==> config.mk <==
export PLATFORM = sky130hd
export DESIGN_NAME = addr_arbiter
export DESIGN_NICKNAME = d
export VERILOG_FILES = /design/src/rtl/axi_pkg.sv /design/src/rtl/addr_map_dec.sv /design/src/rtl/addr_arbiter.sv
export SDC_FILE = /design/constraint.sdc
export NUM_CORES = 1
export LEC_CHECK = 0
export BUFFER_PORTS_ARGS = -buffer_cell sky130_fd_sc_hd__buf_2
export CAP_MARGIN = 25
export CORE_MARGIN = 4
export CORE_UTILIZATION = 35
export CTS_CLUSTER_DIAMETER = 40
export DETAILED_ROUTE_END_ITERATION = 8
export PLACE_DENSITY = 0.94
export SYNTH_ARGS = -nofsm -noshare
export SYNTH_HDL_FRONTEND = slang
export SYNTH_SLANG_ARGS = --single-unit
==> constraint.sdc <==
create_clock -name ACLK -period 3.5 [get_ports ACLK]
set_input_delay 0.525 -clock ACLK [delete_from_list [all_inputs] [get_ports ACLK]]
set_output_delay 0.525 -clock ACLK [all_outputs]
set_load 0.1 [all_outputs]
==> src/rtl/axi_pkg.sv <==
// Shared AXI address-channel definitions: field widths, master count,
// default-slave index, slave address windows and the arbiter state encoding.
package axi_pkg;

  localparam int AXI_ID_BITS    = 4;
  localparam int AXI_IDS_BITS   = 8;
  localparam int AXI_ADDR_BITS  = 32;
  localparam int AXI_LEN_BITS   = 4;
  localparam int AXI_SIZE_BITS  = 3;
  localparam int AXI_BURST_BITS = 2;

  localparam int         NUM_M   = 3;
  localparam logic [2:0] DEF_SLV = 3'd6;

  localparam logic [AXI_ADDR_BITS-1:0] SLV0_BASE  = 32'h0000_0000;
  localparam logic [AXI_ADDR_BITS-1:0] SLV0_LIMIT = 32'h0000_3FFF;
  localparam logic [AXI_ADDR_BITS-1:0] SLV1_BASE  = 32'h0001_0000;
  localparam logic [AXI_ADDR_BITS-1:0] SLV1_LIMIT = 32'h0001_FFFF;
  localparam logic [AXI_ADDR_BITS-1:0] SLV2_BASE  = 32'h0002_0000;
  localparam logic [AXI_ADDR_BITS-1:0] SLV2_LIMIT = 32'h0002_FFFF;

  typedef enum logic {
    ARB_IDLE  = 1'b0,
    ARB_GRANT = 1'b1
  } arb_state_e;

  // One master's address-channel payload, packed in bus order.
  typedef struct packed {
    logic [AXI_ID_BITS-1:0]    id;
    logic [AXI_ADDR_BITS-1:0]  addr;
    logic [AXI_LEN_BITS-1:0]   len;
    logic [AXI_SIZE_BITS-1:0]  size;
    logic [AXI_BURST_BITS-1:0] burst;
  } ax_req_t;

  function automatic logic in_range(input logic [AXI_ADDR_BITS-1:0] a,
                                    input logic [AXI_ADDR_BITS-1:0] base,
                                    input logic [AXI_ADDR_BITS-1:0] limit);
    return (a >= base) && (a <= limit);
  endfunction

endpackage

==> src/rtl/addr_map_dec.sv <==
// Combinational address decoder: maps an address to a slave index, falling
// back to the default slave outside the three mapped windows. Stateless, so
// read and write channels can each instantiate their own copy.
module addr_map_dec #(
  parameter logic [2:0] DEF_SLV = axi_pkg::DEF_SLV
) (
  input  logic [axi_pkg::AXI_ADDR_BITS-1:0] ADDR,
  output logic [2:0]                        slave
);
  import axi_pkg::*;

  // Window lookup; first match wins, windows do not overlap.
  always_comb begin
    slave = DEF_SLV;
    if (in_range(ADDR, SLV0_BASE, SLV0_LIMIT)) begin
      slave = 3'd0;
    end else if (in_range(ADDR, SLV1_BASE, SLV1_LIMIT)) begin
      slave = 3'd1;
    end else if (in_range(ADDR, SLV2_BASE, SLV2_LIMIT)) begin
      slave = 3'd2;
    end
  end

endmodule

==> src/rtl/addr_arbiter.sv <==
// Round-robin arbiter for one AXI address channel (AR or AW). Three masters
// compete; the winner's slave index is decoded and latched at grant time and
// its fields are forwarded to the bus until the selected slave accepts. Each
// channel uses its own instance; nothing is shared between instances.
module addr_arbiter #(
  parameter int         NUM_M   = axi_pkg::NUM_M,
  parameter logic [2:0] DEF_SLV = axi_pkg::DEF_SLV
) (
  input  logic                                 ACLK,
  input  logic                                 ARESETn,
  input  logic [axi_pkg::AXI_ID_BITS-1:0]      AID_M0,
  input  logic [axi_pkg::AXI_ADDR_BITS-1:0]    ADDR_M0,
  input  logic [axi_pkg::AXI_LEN_BITS-1:0]     ALEN_M0,
  input  logic [axi_pkg::AXI_SIZE_BITS-1:0]    ASIZE_M0,
  input  logic [axi_pkg::AXI_BURST_BITS-1:0]   ABURST_M0,
  input  logic                                 AVALID_M0,
  output logic                                 AREADY_M0,
  input  logic [axi_pkg::AXI_ID_BITS-1:0]      AID_M1,
  input  logic [axi_pkg::AXI_ADDR_BITS-1:0]    ADDR_M1,
  input  logic [axi_pkg::AXI_LEN_BITS-1:0]     ALEN_M1,
  input  logic [axi_pkg::AXI_SIZE_BITS-1:0]    ASIZE_M1,
  input  logic [axi_pkg::AXI_BURST_BITS-1:0]   ABURST_M1,
  input  logic                                 AVALID_M1,
  output logic                                 AREADY_M1,
  input  logic [axi_pkg::AXI_ID_BITS-1:0]      AID_M2,
  input  logic [axi_pkg::AXI_ADDR_BITS-1:0]    ADDR_M2,
  input  logic [axi_pkg::AXI_LEN_BITS-1:0]     ALEN_M2,
  input  logic [axi_pkg::AXI_SIZE_BITS-1:0]    ASIZE_M2,
  input  logic [axi_pkg::AXI_BURST_BITS-1:0]   ABURST_M2,
  input  logic                                 AVALID_M2,
  output logic                                 AREADY_M2,
  output logic [axi_pkg::AXI_IDS_BITS-1:0]     AID_BUS,
  output logic [axi_pkg::AXI_ADDR_BITS-1:0]    ADDR_BUS,
  output logic [axi_pkg::AXI_LEN_BITS-1:0]     ALEN_BUS,
  output logic [axi_pkg::AXI_SIZE_BITS-1:0]    ASIZE_BUS,
  output logic [axi_pkg::AXI_BURST_BITS-1:0]   ABURST_BUS,
  output logic                                 AVALID_BUS,
  output logic [2:0]                           slave,
  input  logic                                 AREADY_S0,
  input  logic                                 AREADY_S1,
  input  logic                                 AREADY_S2,
  input  logic                                 AREADY_SD
);
  import axi_pkg::*;

  arb_state_e state_q;
  logic [1:0] grant_q;
  logic [1:0] rr_ptr_q;
  logic [1:0] rr_ptr_d;
  logic [2:0] slave_q;

  ax_req_t    req [3];
  logic [2:0] avalid;

  logic       win_found;
  logic [1:0] win_idx;
  logic [1:0] cand;
  ax_req_t    win_req;
  logic [2:0] win_slv;

  ax_req_t    gnt_req;
  logic       gnt_valid;
  logic       sel_rdy;

  function automatic logic [1:0] next_idx(input logic [1:0] i);
    return (int'(i) == NUM_M - 1) ? 2'd0 : i + 2'd1;
  endfunction

  assign req[0] = {AID_M0, ADDR_M0, ALEN_M0, ASIZE_M0, ABURST_M0};
  assign req[1] = {AID_M1, ADDR_M1, ALEN_M1, ASIZE_M1, ABURST_M1};
  assign req[2] = {AID_M2, ADDR_M2, ALEN_M2, ASIZE_M2, ABURST_M2};
  assign avalid = {AVALID_M2, AVALID_M1, AVALID_M0};

  // Pointer advances past the master that just completed its handshake.
  assign rr_ptr_d = next_idx(grant_q);

  // Round-robin search: first valid master at or after rr_ptr, wrapping.
  always_comb begin
    win_found = 1'b0;
    win_idx   = rr_ptr_q;
    cand      = rr_ptr_q;
    for (int k = 0; k < NUM_M; k++) begin
      if (!win_found && avalid[cand]) begin
        win_found = 1'b1;
        win_idx   = cand;
      end
      cand = next_idx(cand);
    end
  end

  // Winner and granted-master payload selection.
  always_comb begin
    case (win_idx)
      2'd1:    win_req = req[1];
      2'd2:    win_req = req[2];
      default: win_req = req[0];
    endcase
    case (grant_q)
      2'd1:    begin gnt_req = req[1]; gnt_valid = AVALID_M1; end
      2'd2:    begin gnt_req = req[2]; gnt_valid = AVALID_M2; end
      default: begin gnt_req = req[0]; gnt_valid = AVALID_M0; end
    endcase
  end

  addr_map_dec #(
    .DEF_SLV (DEF_SLV)
  ) u_dec (
    .ADDR  (win_req.addr),
    .slave (win_slv)
  );

  // Only the latched slave's ready counts; the others are ignored.
  always_comb begin
    case (slave_q)
      3'd0:    sel_rdy = AREADY_S0;
      3'd1:    sel_rdy = AREADY_S1;
      3'd2:    sel_rdy = AREADY_S2;
      default: sel_rdy = AREADY_SD;
    endcase
  end

  // Arbitration FSM: grant from IDLE, return on handshake or on the granted
  // master withdrawing its request (pointer untouched in that case).
  always_ff @(posedge ACLK or negedge ARESETn) begin
    if (!ARESETn) begin
      state_q  <= ARB_IDLE;
      rr_ptr_q <= 2'd0;
      grant_q  <= 2'd0;
      slave_q  <= DEF_SLV;
    end else begin
      case (state_q)
        ARB_IDLE: begin
          if (win_found) begin
            grant_q <= win_idx;
            slave_q <= win_slv;
            state_q <= ARB_GRANT;
          end
        end
        default: begin
          if (!gnt_valid) begin
            state_q <= ARB_IDLE;
          end else if (sel_rdy) begin
            rr_ptr_q <= rr_ptr_d;
            state_q  <= ARB_IDLE;
          end
        end
      endcase
    end
  end

  // Bus side: quiet in IDLE, granted master's fields forwarded in GRANT.
  always_comb begin
    AID_BUS    = '0;
    ADDR_BUS   = '0;
    ALEN_BUS   = '0;
    ASIZE_BUS  = '0;
    ABURST_BUS = '0;
    AVALID_BUS = 1'b0;
    slave      = DEF_SLV;
    AREADY_M0  = 1'b0;
    AREADY_M1  = 1'b0;
    AREADY_M2  = 1'b0;
    if (state_q == ARB_GRANT) begin
      AID_BUS    = {2'b00, grant_q, gnt_req.id};
      ADDR_BUS   = gnt_req.addr;
      ALEN_BUS   = gnt_req.len;
      ASIZE_BUS  = gnt_req.size;
      ABURST_BUS = gnt_req.burst;
      AVALID_BUS = gnt_valid;
      slave      = slave_q;
      AREADY_M0  = (grant_q == 2'd0) && sel_rdy;
      AREADY_M1  = (grant_q == 2'd1) && sel_rdy;
      AREADY_M2  = (grant_q == 2'd2) && sel_rdy;
    end
  end

endmodule

==> flow_summary.ini, run 1 <==
[critical_path]
cp.arrival_ps = 2650
rr_endpoint = slave_q[0]$_DFFE_PN0P_
worstPathRequired_ps = 2970
timing.critical_path.fanout_max = 34
start_kind = flip-flop
timing_worst_setup_path_type = reg2out
worstRegToRegCells = 9
setup.worst_path.end_class = output port
r2r_start = rr_ptr_q[1]$_DFFE_PN0P_
timing.reg2reg.setup_slack_ps = 820

[floorplanning]
die-area_um2 = 6360
start_util_pct = 37.1
core-area_um2 = 4850
num_rows = 25
boundaryPins = 200
die_height_um = 79.7
die_x_um = 79.7

[clock_tree]
clock_insertion_delay_at_the_later_pin_of_the_skew_report_ps = 230
cts.repair_timing.setup_buffer_count = 0
cts.root.buffer_cell = clkbuf_8
cts.repair.resized = 0
cts_inserted_buffers = 3
cts_sinks = 8
tritoncts = built
htree_levels = 1
post_cts_hold_buffer_count = 0
clk_pin_slew_ps = 40
cts.path.max_buffers = 2

[synthesis]
synth_seq_cells = 8
async_reset_ff_share_pct = 100
synth.cell_area_um2 = 1800
distinct_cell_type_count_after_synthesis = 41
synth_sequential_area_ratio_pct = 11.3
synthFlopType = dfrtp_1
synth_edf_count = 0
synth_warnings = 0
synthesis.instances = 266
syn_area_per_cell_um2 = 6.77

[final_layout]
fin_area_um2 = 3050
nFillCells = 429
area_growth_syn_to_layout_pct = 69.6
antenna_cells = 0
layout.cells.most_common = buf_2
post-route-util_pct = 63.0
fin_nets = 596
layout_common_cells = buf_2, nor2_1, a22oi_1, a211oi_2, inv_1
drive_gt1_share_pct = 57.9

[timing]
layout_setup_ws_ps = 326
grt_setup_unrepaired = false
setup_viol = 0
maxSlewHeadroom_pct = 38.5
timing_worst_slew_pin_value_ps = 922
clock-skew-final_ps = 4.07
final_hold_viol_count = 0
final-max-slew-violation-count = 0
fmax_mhz = 315
finalCritPeriodShare_pct = 90.7
final_period_minus_worst_setup_slack_ps = 3170

[drt]
ant_nets = 0
via_count = 2867
drt_first_iter_violations = 130
drc = 0
detailedRoute.firstPassIterationCount = 5
wl_um = 8600
routedWlPerCell_um = 16.8
post_drt_via_cell_ratio = 5.61

[grt]
pin_count_of_the_biggest_net_entering_global_routing = 54
gr-usage-all-layers_pct = 24.2
grt_antenna_before_repair = 0
globalRouteOverflowTotal = 0
first_global_vias = 2746
first_pass_grt_wire_length_um = 12600

[placed_design]
preCtsSetupSlack_ps = 587
dp.final_hpwl_um = 6950
place_congestion = 0.856
place_area_um2 = 3010
buffer_ports.inserted = 197

[run]
max-cap-violations = 0

[run_status]
run_status = finished, final reports clean

[min_path]
hold_path_class = in2async
## state kept, by name, summed over array words and instances, names as in the netlist
register / cells
grant_q: 2
rr_ptr_q: 2
slave_q: 3
state_q: 1
## worst max-delay path, stage by stage (launching register included)
cell and delay, ps:
dfrtp_1 390, inv_1 180, ha_2 670, buf_4 310, a22oi_1 120, a211oi_2 260
buf_2 460
## cells in the mapped netlist (2+ instances only)
library cell | number | area (µm²)
a211oi_1 | 45 | 338
a21oi_1 | 3 | 15.0
a22oi_1 | 47 | 353
a41oi_1 | 3 | 26.3
buf_1 | 10 | 37.5
buf_2 | 14 | 70.1
buf_4 | 2 | 15.0
clkbuf_1 | 3 | 11.3
dfrtp_1 | 6 | 150
dfstp_2 | 2 | 52.6
ha_1 | 7 | 87.6
inv_1 | 10 | 37.5
mux2_1 | 2 | 22.5
nand2_1 | 5 | 18.8
nand2b_1 | 4 | 25.0
nand3_1 | 2 | 10.0
nand3b_1 | 2 | 15.0
nor2_1 | 61 | 229
nor2b_1 | 2 | 12.5
nor3_1 | 2 | 10.0
nor4_1 | 8 | 50.1
o21a_1 | 2 | 15.0
o21ai_0 | 6 | 30.0
## per-layer routing
metal	up-vias	wire length [µm]	GRT usage, %
met5	-	0	0
met1	1309	3290	28.5
met2	163	4530	46.0
li1	1371	-	-
met4	0	169	6.01
met3	24	615	2.48
## cells by family (layout without fill, tap and decap cells)
logic type	after synthesis	count (layout)	share of synthesized area [%]
AO/OA/AOI/OAI	117	117	49.2
adder cells (fa/ha/maj)	7	7	4.86
buffers and inverters	39	216	9.52
flip-flops	8	8	11.3
multiplexers	4	4	2.64
other	1	2	0.208
AND/OR/NAND/NOR	90	90	22.3
## cell type report
class	instances	area, µm²	share of cell area (%)
clock buffers	4	45.0	1.48
inverters	10	37.5	1.23
multi-input cells	220	1650	54.0
flip-flops and latches	8	203	6.64
well taps	67	83.8	2.75
repair buffers	202	1040	33.9
## worst max-delay path by stage
stage / startpoint / endpoint / slack, ps / cells after the start
after floorplan: grant_q[0]$_DFFE_PN0P_ / ABURST_BUS[1] / -580 / 6
after global placement: grant_q[1]$_DFFE_PN0P_ / ADDR_BUS[21] / 680 / 6
after detailed placement: grant_q[1]$_DFFE_PN0P_ / ADDR_BUS[19] / 590 / 6
after CTS: grant_q[1]$_DFFE_PN0P_ / ADDR_BUS[19] / 340 / 6
after global routing: grant_q[1]$_DFFE_PN0P_ / ADDR_BUS[12] / 190 / 6
final: grant_q[1]$_DFFE_PN0P_ / ADDR_BUS[19] / 330 / 6
## through the flow
stage / setup TNS (ps) / std cells / hold WS (ps)
after global placement: 0 / 507 / 368
after global routing: 0 / 511 / 136
after floorplan: -2860 / 267 / 229
final: 0 / 511 / 130
after CTS: 0 / 511 / 128
after detailed placement: 0 / 507 / 371
Power of run 1 is left out: the tool's default activity adds up to more than one toggle a clock period on the data nets, which glitch-free logic cannot reach.
==> run 2, diff against run 1 <==
--- a/config.mk
+++ b/config.mk
@@ -11,7 +11,9 @@
 export CORE_UTILIZATION = 35
 export CTS_CLUSTER_DIAMETER = 40
 export DETAILED_ROUTE_END_ITERATION = 8
+export MAX_ROUTING_LAYER = met4
 export PLACE_DENSITY = 0.94
+export SETUP_SLACK_MARGIN = 0.3
 export SYNTH_ARGS = -nofsm -noshare
 export SYNTH_HDL_FRONTEND = slang
 export SYNTH_SLANG_ARGS = --single-unit
==> flow_summary.ini, run 2 (same netlist as run 1, synthesis figures left out) <==
[run_status]
run_status = finished, final reports clean

[final_layout]
nFillCells = 428
antenna_cells = 0
multiInputGateArea_um2 = 1670
area_growth_syn_to_layout_pct = 71.8
fin_nets = 597
number_of_flip_flops_under_the_largest_register_name = 3
reg.largest.list = slave_q: 3 flops, grant_q: 2 flops, rr_ptr_q: 2 flops
register_area_um2 = 203
largest-register = slave_q
layout.cells.most_common = buf_2
drive_gt1_share_pct = 58.0
layout_common_cells = buf_2, nor2_1, a22oi_1, a211oi_2, inv_1

[critical_path]
cp_slowest_stage_delay_ps = 460
worstPathRequired_ps = 2970
timing.critical_path.slowest_stage_cell = buf_2
setup.worst_path.end_class = output port
timing.critical_path.fanout_max = 34
start_kind = flip-flop
timing_worst_setup_path_type = reg2out
cells_along_the_critical_path = inv_1 > ha_4 > buf_4 > a22oi_1 > a211oi_2 > buf_2
cp.arrival_ps = 2410

[clock_tree]
tritoncts = built
clk_pin_slew_ps = 50
clock_insertion_delay_at_the_later_pin_of_the_skew_report_ps = 230
cts_sinks = 8
cts.path.max_buffers = 2
cts_inserted_buffers = 3
htree_levels = 1
cts.root.buffer_cell = clkbuf_8

[grt]
first_pass_grt_wire_length_um = 12600
globalRouteOverflowTotal = 0
grt_antenna_before_repair = 0
gr-usage-all-layers_pct = 24.8
first_global_vias = 2753
pin_count_of_the_biggest_net_entering_global_routing = 54

[drt]
drt_first_iter_violations = 173
routedWlPerCell_um = 17.4
drc = 0
post_drt_via_cell_ratio = 5.61
ant_nets = 0
detailedRoute.firstPassIterationCount = 4
via_count = 2873
wl_um = 8890

[floorplanning]
start_util_pct = 37.1
die_x_um = 79.7
die-area_um2 = 6360
num_rows = 25
boundaryPins = 200
core-area_um2 = 4850
die_height_um = 79.7

[min_path]
hold_path_class = in2async

[timing]
final_hold_viol_count = 0
clock-skew-final_ps = 5.60
finalCritPeriodShare_pct = 83.8
grt_setup_unrepaired = false
maxSlewHeadroom_pct = 38.1
whs_ps = 127
final_period_minus_worst_setup_slack_ps = 2930
setup_viol = 0
timing_worst_slew_pin_value_ps = 928
fmax_mhz = 341
final-max-slew-violation-count = 0

[placed_design]
buffer_ports.inserted = 197
place_congestion = 0.870
dp.final_hpwl_um = 6950

[run]
max-cap-violations = 0
[run 2: worst paths after layout]
check / start / to / slack, ps / cells past startpoint
hold / removal: ARESETn / state_q$_DFF_PN0_ / 130 / 1
setup / recovery: grant_q[1]$_DFFE_PN0P_ / ADDR_BUS[22] / 570 / 6
setup reg to reg: rr_ptr_q[1]$_DFFE_PN0P_ / slave_q[0]$_DFFE_PN0P_ / 810 / 9
min in group ACLK: slave_q[2]$_DFFE_PN1P_ / slave_q[2]$_DFFE_PN1P_ / 540 / 2
max in group asynchronous: ARESETn / slave_q[1]$_DFFE_PN1P_ / 3130 / 1
hold reg to reg: slave_q[2]$_DFFE_PN1P_ / slave_q[2]$_DFFE_PN1P_ / 540 / 2
[run 2: worst max-delay path, delay by kind of cell, from the launching register on]
kind / cells / cell delay (ps)
adders and majority gates: 1 / 440
DFF: 1 / 410
buffers and inverters: 3 / 950
AOI/OAI and AO/OA: 2 / 360
[run 2: cell type report]
| type | instances | area share, % |
|---|---|---|
| multi-input cells | 220 | 53.9 |
| repair buffers | 203 | 34.1 |
| inverters | 10 | 1.21 |
| flip-flops and latches | 8 | 6.55 |
| clock buffers | 4 | 1.46 |
| well taps | 67 | 2.71 |
[run 2: repair_timing]
item,4_1_cts,5_1_grt
setup endpoints to repair,0,22
hold buffers,0,0
buffers inserted,0,1
hold endpoints to repair,0,0
gates resized for setup,0,2
[run 2: per-layer routing]
| metal | routed length (µm) | track usage [%] | share of wire (%) |
|---|---|---|---|
| met1 | 3450 | 28.8 | 39 |
| met5 | 0 | - | 0 |
| met4 | 145 | 6.01 | 1.6 |
| met2 | 4750 | 46.2 | 53 |
| met3 | 546 | 1.58 | 6.1 |
[run 2: metrics by stage]
step                      setup slack, ps  TNS [ps]  instances  util (%)  cell area, µm²
after CTS                             340         0        511      63.0            3050
final                                 568         0        512      63.8            3090
after detailed placement              587         0        507      62.0            3010
after global placement                680         0        507      62.0            3010
after global routing                  434         0        512      63.8            3090
after floorplan                      -576     -2860        267         -            2000
Power of run 2 is left out for the same reason.
==> run 3, diff against run 2 <==
==> constraint.sdc (replaced) <==
create_clock -name ACLK -period 2.8 [get_ports ACLK]
set_input_delay 0.42 -clock ACLK [delete_from_list [all_inputs] [get_ports ACLK]]
set_output_delay 0.42 -clock ACLK [all_outputs]
set_load 0.1 [all_outputs]
==> flow_summary.ini, run 3 (same netlist as run 1, synthesis figures left out) <==
[run_status]
run_status = finished, final reports clean

[placed_design]
dp.final_hpwl_um = 9030
buffer_ports.inserted = 197
place_area_um2 = 4160
place_congestion = 0.936

[clock_tree]
cts_sinks = 8
cts_inserted_buffers = 3
clock_insertion_delay_at_the_later_pin_of_the_skew_report_ps = 240
clk_pin_slew_ps = 50
cts.path.max_buffers = 2
htree_levels = 1
cts.root.buffer_cell = clkbuf_8
tritoncts = built

[critical_path]
start_kind = flip-flop
timing_worst_setup_path_type = reg2out
worstRegToRegCells = 9
worstSetupStartpoint = slave_q[2]$_DFFE_PN1P_
timing.critical_path.fanout_max = 5
timing.reg2reg.setup_slack_ps = 440
cp.arrival_ps = 2140
setup.worst_path.end_class = output port
worstPathRequired_ps = 2380
r2r_start = rr_ptr_q[1]$_DFFE_PN0P_

[drt]
post_drt_via_cell_ratio = 6.17
drt_first_iter_violations = 169
routedWlPerCell_um = 22.4
via_count = 3231
ant_nets = 0
detailedRoute.firstPassIterationCount = 5
wl_um = 11700
drc = 0

[timing]
timing_worst_slew_pin_value_ps = 590
finalSetupTns_ps = 0
maxSlewHeadroom_pct = 60.6
fmax_mhz = 390
final_hold_viol_count = 0
grt_setup_unrepaired = false
clock-skew-final_ps = 6.00
setup_viol = 0
finalCritPeriodShare_pct = 91.5
final_period_minus_worst_setup_slack_ps = 2560
final-max-slew-violation-count = 0

[final_layout]
number_of_flip_flops_under_the_largest_register_name = 3
layout.cells.most_common = buf_2
fin_area_um2 = 4360
area_growth_syn_to_layout_pct = 142
antenna_cells = 0
reg.largest.list = slave_q: 3 flops, grant_q: 2 flops, rr_ptr_q: 2 flops
largest-register = slave_q
drive_gt1_share_pct = 61.5
layout_common_cells = buf_2, nor2_1, buf_12, a22oi_1, a211oi_4
fin_nets = 609

[grt]
globalRouteOverflowTotal = 0
grt_antenna_before_repair = 0
first_global_vias = 3344
pin_count_of_the_biggest_net_entering_global_routing = 29
gr-usage-all-layers_pct = 35.6
first_pass_grt_wire_length_um = 16900

[floorplanning]
core-area_um2 = 4850
die_height_um = 79.7
die-area_um2 = 6360
boundaryPins = 200
num_rows = 25
start_util_pct = 37.1
die_x_um = 79.7

[run]
max-cap-violations = 0

[min_path]
hold_path_class = in2async
[run 3: metrics by stage]
| step | setup WS (ps) | util (%) | hold slack, ps | instances |
|---|---|---|---|---|
| finish | 238 | 90.0 | 14.3 | 524 |
| global route | 226 | 90.0 | 22.6 | 524 |
| CTS | 260 | 88.3 | 16.6 | 521 |
| detailed placement | 156 | 85.8 | 268 | 514 |
| global placement | 473 | 85.8 | 263 | 514 |
| floorplan | 138 | - | 124 | 267 |
[run 3: worst max-delay path: stages (launching register included)]
cell and delay (ps):
dfstp_2 570, nor2_1 70, o211ai_1 280, nand3_1 320
nor2_2 220, buf_2 450
[run 3: metal layers]
| metal | part of all wire, % | track usage (%) | up-vias |
|---|---|---|---|
| li1 | - | - | 1361 |
| met1 | 30 | 32.6 | 1508 |
| met2 | 52 | 65.9 | 270 |
| met3 | 9.6 | 7.11 | 92 |
| met4 | 7.6 | 23.9 | 0 |
| met5 | 0 | - | - |
[run 3: path summary, 6_finish.rpt]
path,endpoint
max,AREADY_M1
max in group asynchronous,slave_q[1]$_DFFE_PN1P_
min reg2reg,slave_q[2]$_DFFE_PN1P_
max reg2reg,slave_q[0]$_DFFE_PN0P_
min,state_q$_DFF_PN0_
min in group ACLK,slave_q[2]$_DFFE_PN1P_
[run 3: final cells by class]
cell class / instances / area [µm²]
multi-input combinational: 220 / 2030
fill: 195 / 485
inverter: 10 / 40.0
timing repair buffer: 215 / 1960
sequential: 8 / 203
clock buffer: 4 / 45.0
tap: 67 / 83.8
[run 3: what timing repair did]
item                       CTS  global route
setup endpoints to repair   40            51
gates resized for setup      5            11
pin swaps                    1             2
hold buffers                 0             0
cloned                       1             1
buffers inserted             2             2
Power of run 3 is left out for the same reason.
